==> src/rtl/hbridge_gate_sequencer.sv <==
// H-bridge gate-drive sequencer: bootstrap pre-charge, per-leg dead time,
// shoot-through fault latch and orderly shutdown on the control clock.
module hbridge_gate_sequencer #(
  parameter int DT_WIDTH    = 10,
  parameter int BOOT_CYCLES = 1000
) (
  input  logic                i_clock,
  input  logic                i_RESET,
  input  logic                i_enable,
  input  logic [3:0]          i_MOSFET,
  input  logic [DT_WIDTH-1:0] i_deadtime,
  input  logic                i_fault_clear,
  output logic [3:0]          o_Q,
  output logic [1:0]          o_state,
  output logic                o_on,
  output logic                o_fault
);

  localparam int BOOT_W = (BOOT_CYCLES > 1) ? $clog2(BOOT_CYCLES) : 1;
  localparam logic [BOOT_W-1:0] BOOT_LAST = BOOT_W'(BOOT_CYCLES - 1);

  // Both low-side switches on: charges the bootstrap capacitors.
  localparam logic [3:0] Q_PRECHARGE = 4'b1100;

  typedef enum logic [1:0] {
    ST_OFF       = 2'b00,
    ST_PRECHARGE = 2'b01,
    ST_RUN       = 2'b10,
    ST_FAULT     = 2'b11
  } state_t;

  // Per-leg drive is {high, low}; 11 is never applied.
  typedef struct packed {
    logic [1:0]          drive;
    logic [DT_WIDTH-1:0] cnt;
  } leg_t;

  state_t              state_q, state_d;
  logic [3:0]          q_q, q_d;
  logic [BOOT_W-1:0]   boot_q, boot_d;
  logic [DT_WIDTH-1:0] cnt_a_q, cnt_a_d, cnt_b_q, cnt_b_d;
  logic                on_q, fault_q;

  logic [1:0] req_a, req_b, app_a, app_b;
  logic       illegal;
  leg_t       step_a, step_b;

  // One dead-time step for a leg. Any departure from a non-off drive first
  // forces 00 and loads the dead time; the new request is only applied once
  // the counter has run out, so a bounced request still waits the full gap.
  function automatic leg_t leg_step(input logic [1:0]          req,
                                    input logic [1:0]          app,
                                    input logic [DT_WIDTH-1:0] cnt,
                                    input logic [DT_WIDTH-1:0] dt);
    leg_t nxt;
    nxt.drive = app;
    nxt.cnt   = cnt;
    if (req == app) begin
      if (cnt != '0) nxt.cnt = cnt - DT_WIDTH'(1);
    end else if (app != 2'b00) begin
      nxt.drive = 2'b00;
      nxt.cnt   = dt;
    end else if (cnt != '0) begin
      nxt.cnt = cnt - DT_WIDTH'(1);
    end else begin
      nxt.drive = req;
    end
    return nxt;
  endfunction

  assign req_a   = {i_MOSFET[0], i_MOSFET[2]};
  assign req_b   = {i_MOSFET[1], i_MOSFET[3]};
  assign app_a   = {q_q[0], q_q[2]};
  assign app_b   = {q_q[1], q_q[3]};
  assign illegal = (req_a == 2'b11) || (req_b == 2'b11);

  assign step_a = leg_step(req_a, app_a, cnt_a_q, i_deadtime);
  assign step_b = leg_step(req_b, app_b, cnt_b_q, i_deadtime);

  always_comb begin
    state_d = state_q;
    q_d     = 4'b0000;
    boot_d  = '0;
    cnt_a_d = '0;
    cnt_b_d = '0;
    case (state_q)
      ST_OFF: begin
        if (i_enable) begin
          state_d = ST_PRECHARGE;
          q_d     = Q_PRECHARGE;
        end
      end
      ST_PRECHARGE: begin
        if (!i_enable) begin
          state_d = ST_OFF;
        end else begin
          // Legs enter RUN low-side on, which is the pre-charge pattern.
          q_d = Q_PRECHARGE;
          if (boot_q == BOOT_LAST) state_d = ST_RUN;
          else                     boot_d  = boot_q + BOOT_W'(1);
        end
      end
      ST_RUN: begin
        // An illegal request outranks an enable drop on the same cycle.
        if (illegal) begin
          state_d = ST_FAULT;
        end else if (!i_enable) begin
          state_d = ST_OFF;
        end else begin
          q_d     = {step_b.drive[0], step_a.drive[0],
                     step_b.drive[1], step_a.drive[1]};
          cnt_a_d = step_a.cnt;
          cnt_b_d = step_b.cnt;
        end
      end
      ST_FAULT: begin
        if (i_fault_clear && !i_enable) state_d = ST_OFF;
      end
      default: state_d = ST_OFF;
    endcase
  end

  always_ff @(posedge i_clock or negedge i_RESET) begin
    if (!i_RESET) begin
      state_q <= ST_OFF;
      q_q     <= 4'b0000;
      boot_q  <= '0;
      cnt_a_q <= '0;
      cnt_b_q <= '0;
      on_q    <= 1'b0;
      fault_q <= 1'b0;
    end else begin
      state_q <= state_d;
      q_q     <= q_d;
      boot_q  <= boot_d;
      cnt_a_q <= cnt_a_d;
      cnt_b_q <= cnt_b_d;
      on_q    <= (state_d == ST_RUN);
      fault_q <= (state_d == ST_FAULT);
    end
  end

  assign o_Q     = q_q;
  assign o_state = state_q;
  assign o_on    = on_q;
  assign o_fault = fault_q;

endmodule

==> config.mk <==
export PLATFORM = sky130hd
export DESIGN_NAME = hbridge_gate_sequencer
export DESIGN_NICKNAME = d
export VERILOG_FILES = /design/src/rtl/hbridge_gate_sequencer.sv
export SDC_FILE = /design/constraint.sdc
export NUM_CORES = 1
export LEC_CHECK = 0
export CAP_MARGIN = 0
export CORE_MARGIN = 2
export CORE_UTILIZATION = 45
export DETAILED_ROUTE_END_ITERATION = 6
export GPL_ROUTABILITY_DRIVEN = 0
export GPL_TIMING_DRIVEN = 0
export PLACE_DENSITY = 0.66
export SLEW_MARGIN = 20
export SYNTH_ARGS = -nofsm -noshare
export SYNTH_HDL_FRONTEND = slang
export SYNTH_SLANG_ARGS = --single-unit
==> constraint.sdc <==
create_clock -name i_clock -period 2.3 [get_ports i_clock]
set_input_delay 0.46 -clock i_clock [delete_from_list [all_inputs] [get_ports i_clock]]
set_output_delay 0.46 -clock i_clock [all_outputs]
set_load 0.01 [all_outputs]
Word level (Yosys, flattened, before mapping)

Cells that the tools add are included.

$add $sub $neg: 3
Equal/unequal tests: 14
Muxes and demuxes: 30
Reduce and logical (&&, ||, !) cells: 11

Operators by type and width:

| cell                                                                 | number |
|---|---|
| 10-bit 2-to-1 mux                                                    | 13 |
| 12-bit 2-to-1 mux                                                    | 2 |
| 2-bit 2-to-1 mux                                                     | 10 |
| 10-bit nonzero test                                                  | 2 |
| 10-bit by 1-bit subtractor with 10-bit output, second input constant | 2 |
| 2-bit == test, second input constant                                 | 6 |
| 4-bit 2-to-1 mux                                                     | 3 |
| 10-bit by 1-bit adder with 10-bit output, second input constant      | 1 |
| 10-bit == test, second input constant                                | 1 |
| 5-bit != test, second input constant                                 | 2 |
| 4-bit != test, second input constant                                 | 2 |
| 2-bit case mux with 4 select lines                                   | 1 |
| 4-bit case mux with 2 select lines                                   | 1 |
| 2-bit == test                                                        | 2 |
| 2-bit AND reduction                                                  | 2 |
| 2-bit nonzero test                                                   | 2 |
| 2-bit by 1-bit == test with 1-bit output, second input constant      | 1 |
| 2-bit logical NOT                                                    | 1 |
| 2-bit OR reduction                                                   | 1 |
| 1-bit logical AND                                                    | 1 |
| 1-bit logical NOT                                                    | 1 |
| 1-bit logical OR                                                     | 1 |

Flip-flop bits (word level): 38
Bits of input ports: 18
Output and inout port bits: 8
Word-level logic and storage cells: 66

Logic depth before layout (Yosys ltp)

Depth in word-level cells: 7
Gate-level depth with buffers: 7
Gate-level depth less buffers: 7

Worst setup path before layout

Ideal clock, no wire load.

Kind: register to register
Start: register cnt_a_q[0]
End: register q_q[0], in the netlist o_Q[0]
Setup time: 96 ps
Arrival time: 1630 ps
Data required time: 2204 ps
Slack: 574 ps
Stages on the path, launching flop included: 7
Buffers on the path: 0
Clock period less this slack: 1726 ps
Path through: dfrtp_1 > inv_1 > ha_1 > nor2b_1 > nand3_4 > or3_1 > a311oi_2

Cells in the longest elaborated chain, start to end: 3

Ends and longest elaborated chain:

| element                       | line | RTL |
|---|---|---|
| start, declared               | 41   | `logic [DT_WIDTH-1:0] cnt_a_q, cnt_a_d, cnt_b_q, cnt_b_d;` |
| start signal, assigned        | 136  | `cnt_a_q <= cnt_a_d;` |
| 10-bit nonzero test           | 63   | `end else if (cnt != '0) begin` |
| 5-bit != test (no line)       | --   |  |
| 2-bit AND reduction (no line) | --   |  |
| end signal, assigned          | 134  | `q_q <= q_d;` |
| end, declared                 | 39   | `logic [3:0] q_q, q_d;` |

Every way passes these cells.
A chain may end at the register's enable or synchronous reset.

Worst setup path after layout

Start: input port i_MOSFET[3]
End: register cnt_b_q[8]

Cells in the longest elaborated chain, start to end: 5
Elaborated cells on any way between the ends: 7
Classes of those cells: eq/ne: 2; mux: 4; reduce/logical: 1

Ends and longest elaborated chain:

| element              | line | RTL |
|---|---|---|
| start, declared      | 10   | `input logic [3:0] i_MOSFET,` |
| 2-bit == test        | 58   | `if (req == app) begin` |
| 10-bit 2-to-1 mux    | 58   |  |
| 10-bit 2-to-1 mux    | 107  | `end else if (!i_enable) begin` |
| 10-bit 2-to-1 mux *  | 105  | `if (illegal) begin` |
| 10-bit 2-to-1 mux *  | 86   | `case (state_q)` |
| net cnt_b_d[8]       | 41   |  |
| end signal, assigned | 137  | `cnt_b_q <= cnt_b_d;` |
| end, declared        | 41   |  |

The timed path passes the listed nets; every way through them passes the cells marked *.

==> results.cfg <==
[synthesis]
yosysWarnings = 0
async_reset_ff_share_pct = 100
synthesis.nets = 261
synth_edf_count = 0
ys_ff_latch = 38
yosysTopAreaCell = dfrtp_1
synth.yosys.seq_area_share_pct = 42.9
ys_top_cells_by_area = dfrtp_1 43%, nor2_1 7.1%, a211oi_1 5.4%, mux2i_1 4.5%, xnor2_1 3.9%
synth_cell_types = 45
ys_top_cells_by_count = 42 x nor2_1, 38 x dfrtp_1, 16 x a211oi_1
synthFlopType = dfrtp_1
synth_most_common_cell = nor2_1
synth_area_um2 = 2220
syn_area_per_cell_um2 = 9.24
synth_cells = 240
synth_top_area_share_pct = 42.9

[placed_design]
portBuffers = 25
dp_hpwl_mm = 3.41
place_area_um2 = 2570
place_ws_ns = -0.000478
placed_cells = 333

[finish]
fin_area_um2 = 2670
seq_area_um2 = 951
drive_gt1_share_pct = 9.12
final_cells = 341
fillers = 451
diodes = 0
multi_input_area_um2 = 1190
fin_nets = 294
areaGrowthSynthToFinish_pct = 20.2

[clock_tree]
cts_sinks = 38
clockBufferDepth = 2
post_cts_buffers = 0
cts_tree = built
hold_buffers = 0
htreeDepth = 2
cts_buffers = 5
clk_latency_ns = 0.29
path_clk_slew_ns = 0.08
post_cts_resized = 0
cts-root-buf = clkbuf_8

[routing]
antenna_left = 0
firstDrtPassIters = 4
finalWirelength_mm = 4.75
wl_per_cell_um = 13.9
drt_iter0_drc = 106
vias_per_cell = 5.38
routed-via-count = 1833
route.detailed.drc = 0

[setup_path]
worstReg2RegStart = cnt_a_q[0]
r2r_cells = 6
required_ns = 2.50
crit_arrival_ns = 2.21
crit_path_end = cnt_b_q[8]
cp_max_fo = 10
worst-setup-path-type = primary input to register
ff2ff_setup_slack_ns = 0.43
start_kind = primary input
regToRegEndpoint = o_Q[0]
crit_path_end_kind = register
startpoint = i_MOSFET[3]

[global_routing]
use_met3_pct = 5.28
use_met1_pct = 27.2
grt_use_met2_pct = 31.3
grt_pass1_wl_mm = 8.32
grt_pass1_vias = 1819
grt.overflow.total = 0
antenna_found_initial = 0
grt.busiest_layer = met2
grt_start_max_net_pins = 23
grt.total_usage_pct = 19.6

[sta]
grt_setup_unrepaired = false
slew_headroom_pct = 62.5
setup_viol = 0
setup_slack_ns = 0.292
max_clock_freq_ghz = 0.498
tightest_slew_ns = 0.558
period_share_pct = 87.3
clock_skew_ns = 0.00663
slew_violations = 0
hold_viol = 0
period_minus_slack_ns = 2.01

[floorplanning]
rows = 25
coreArea_um2 = 4720
dieArea_um2 = 5510
ios = 26
die_w_um = 74.2
initial_core_util_pct = 47.0
die_y_um = 74.2

[run_status]
status = finished, final reports clean

[min_path]
hold_path_class = primary input to async pin

[pwr]
power.leakage_nw = 1.17
vdd_drop_max_uv = 274
powerDensity_nw_per_um2 = 483

[run]
drv_cap = 0
[placed cells by master (no fill, tap or decap), types with 3 or more instances in the layout]
cell type and count:
nor3_1 10, mux2i_1 10, nor2_1 42, nor2b_1 5, ha_1 3, o21ai_0 3
clkbuf_8 6, a31oi_1 3, a211oi_1 16, nand2_1 14, and3_1 3, xor2_1 3
nand2b_1 9, a21oi_1 13, clkbuf_1 5, nand3_1 5, nor3b_1 3, dfrtp_1 38
xnor2_1 10, clkdlybuf4s50_1 24, inv_1 12, buf_2 4, o211ai_1 3
[cell type report]
| class | count | share of cell area, % |
|---|---|---|
| Multi-Input combinational cell | 183 | 44.7 |
| Sequential cell | 38 | 35.7 |
| Timing Repair Buffer | 26 | 10.2 |
| Clock buffer | 7 | 3.24 |
| Tap cell | 67 | 3.14 |
| Inverter | 12 | 1.69 |
| Buffer | 7 | 1.13 |
| Clock inverter | 1 | 0.188 |
[report_power, final]
group	internal, W	switching [W]
clock network	0.000242	0.000241
logic	0.0000576	0.0000675
registers	0.000672	0.00000687
[worst min path at each step]
stage               from        end  slack (ns)  cells past startpoint
2_1_floorplan    i_RESET  boot_q[0]        0.16                      0
3_3_place_gp   boot_q[0]  boot_q[0]        0.47                      1
3_5_place_dp     i_RESET  boot_q[6]        0.43                      1
4_1_cts          i_RESET  boot_q[7]        0.11                      1
5_1_grt          i_RESET  boot_q[5]        0.12                      1
6_report         i_RESET  boot_q[8]        0.10                      1
[layer usage]
| metal | vias to the layer above | wire, um |
|---|---|---|
| met2 | 34 | 2090 |
| met4 | 0 | 40 |
| met1 | 877 | 2430 |
| met3 | 5 | 189 |
| met5 | - | 0 |
| li1 | 917 | - |
[critical path, cell delays in order]
cell and delay (ns):
clkdlybuf4s50_1 0.48, inv_1 0.10, o21ai_0 0.11, a22oi_2 0.45
buf_2 0.32, nor2_1 0.06, a211oi_1 0.22
[sequential cells by signal, indices dropped and copies added, names as in the netlist]
signal and count:
boot_q 10, cnt_a_q 10, cnt_b_q 10, o_Q 4, o_fault 1, o_on 1
o_state 2
[through the flow]
stage / setup TNS, ns / power [W] / util (%) / hold WS (ns)
after floorplan: 0 / 0.000742 / - / 0.164
after global placement: -8.34 / 0.000813 / 54.0 / 0.474
after detailed placement: -0.000478 / 0.000819 / 54.5 / 0.433
after CTS: 0 / 0.00130 / 56.5 / 0.114
after global routing: 0 / 0.00135 / 56.5 / 0.115
final: 0 / 0.00129 / 56.5 / 0.104
[logic make-up (layout without fill, tap and decap cells)]
logic type / Yosys count / after routing / share of synthesized area, %
mux: 10 / 10 / 4.51
fa+ha+maj: 3 / 3 / 1.69
flops: 38 / 38 / 42.9
simple gates: 110 / 110 / 26.7
compound gates: 47 / 47 / 15.7
buf+inv: 19 / 53 / 3.38
xor+xnor: 13 / 13 / 5.13
No activity file was read; power rests on OpenSTA's default activity.
==> RTL edit (same flow settings) <==
Set the parameter `BOOT_CYCLES` to 500 (it was 1000).
--- a/src/rtl/hbridge_gate_sequencer.sv
+++ b/src/rtl/hbridge_gate_sequencer.sv
@@ -2,7 +2,7 @@
 // shoot-through fault latch and orderly shutdown on the control clock.
 module hbridge_gate_sequencer #(
   parameter int DT_WIDTH    = 10,
-  parameter int BOOT_CYCLES = 1000
+  parameter int BOOT_CYCLES = 500
 ) (
   input  logic                i_clock,
   input  logic                i_RESET,
Function: no difference found for any inputs over 10 cycles, from zero or initial values and one cycle with i_RESET low; that may be too few to reach the edited logic, so the function may still have changed.
==> RTL edit against the original RTL <==
Sequential cell count shrank 1. Highest routed layer unchanged. Final cell count shrank 9.1%. Setup slack gained 5.4 ps. Wire length shrank 11%. Synthesized area shrank 8.1%. Utilization grew 0.10 points. Final area shrank 7.6%.
Power is not compared: it rests on default switching activity, and its combinational part moved more than twofold at a synthesized area within 25%.
==> RTL edit: results <==
{
  "grt_max_degree": 22,
  "syn_nets": 245,
  "yosys-top-cells-area": "dfrtp_1 45%, a21oi_1 4.9%, xnor2_1 4.7%, o21ai_0 4.2%, nand2_1 3.9%",
  "clk-power_mw": 0.436,
  "ant_nets": 0,
  "antenna_found_initial": 0,
  "layout-drive-gt1-share_pct": 8.91,
  "largestRegisters": "cnt_a_q x10, cnt_b_q x10, boot_q x9",
  "grt_pass1_wl_um": 7570,
  "hold_class": "primary input to asynchronous set/reset pin",
  "p_seq_share_pct": 47.4,
  "async_flop_share_pct": 100,
  "synth_commonest_cells": "37 x dfrtp_1, 21 x nand2_1, 21 x nor2_1",
  "path_max_fanout": 10,
  "r2r_setup_slack_ps": 380,
  "fin_nets": 278,
  "htree_levels": 2,
  "final_cells": 310,
  "dr.first_iter.drc_count": 67,
  "num_vias": 1693,
  "placed_cells": 302,
  "status": "finished clean",
  "track_usage_pct": 19.1,
  "p_int_mw": 1.07,
  "wirelength_um": 4220,
  "grt_pass1_vias": 1635,
  "portBuffers": 25,
  "post-dp-hpwl_um": 3130,
  "cts-root-buf": "clkbuf_8",
  "synthCells": 224,
  "cpMaxStageDelayCell": "clkdlybuf4s50_1",
  "clock_skew_ps": 5.33,
  "r2r_cells": 7,
  "synth_cell_types": 39,
  "clkTransAtPathRegs_ps": 70,
  "yosysSeqAreaShare_pct": 45.4,
  "fillCellCount": 391,
  "holdWs_ps": 92.6,
  "slew_headroom_pct": 71.5,
  "worstPathArrival_ps": 2220
}
## RTL edit: stage by stage
step | area, um2 | setup WS [ps] | setup TNS [ps] | total power [mW]
2_1_floorplan | 2040 | 572 | 0 | 0.969
3_3_place_gp | 2350 | -173 | -6990 | 1.12
3_5_place_dp | 2380 | -134 | -725 | 1.12
4_1_cts | 2460 | 191 | 0 | 1.56
5_1_grt | 2460 | 108 | 0 | 1.65
6_report | 2460 | 298 | 0 | 1.55
## RTL edit: cells by family after synthesis
family                     after synthesis  synth area share, %
and+or+nand+nor                         93                 24.5
DFF                                     37                 45.4
AOI/OAI and AO/OA                       54                 15.2
muxes                                    6                 3.01
xor gates and xnor gates                17                 7.30
buffers and inverters                   14                 2.76
adders and majority gates                3                 1.84
## RTL edit: final timing paths
kind	from	end
worst max-delay path	i_MOSFET[1]	cnt_a_q[5]$_DFF_PN0_
min in group i_clock	boot_q[0]$_DFF_PN0_	boot_q[0]$_DFF_PN0_
max in group asynchronous	i_RESET	cnt_b_q[2]$_DFF_PN0_
worst max register to register	cnt_a_q[0]$_DFF_PN0_	cnt_a_q[7]$_DFF_PN0_
worst min-delay path	i_RESET	cnt_a_q[9]$_DFF_PN0_
worst min register to register	boot_q[0]$_DFF_PN0_	boot_q[0]$_DFF_PN0_
## RTL edit: final cells by class
cell class / instances / share of cell area [%]
multi-input cells: 173 / 43.0
flip-flops and latches: 37 / 37.6
repair buffers: 26 / 11.1
clock buffers: 6 / 2.95
well taps: 52 / 2.64
inverters: 11 / 1.68
plain buffers: 3 / 0.610
clock inverters: 2 / 0.407
## RTL edit: layer usage
layer,GRT usage (%),wire length (um),share of wire [%],up-vias
met5,0,0,0,-
met4,7.13,46,1.1,0
met3,4.64,149,3.5,5
met2,29.7,1960,47,37
met1,25.9,2060,49,786
li1,-,-,-,865
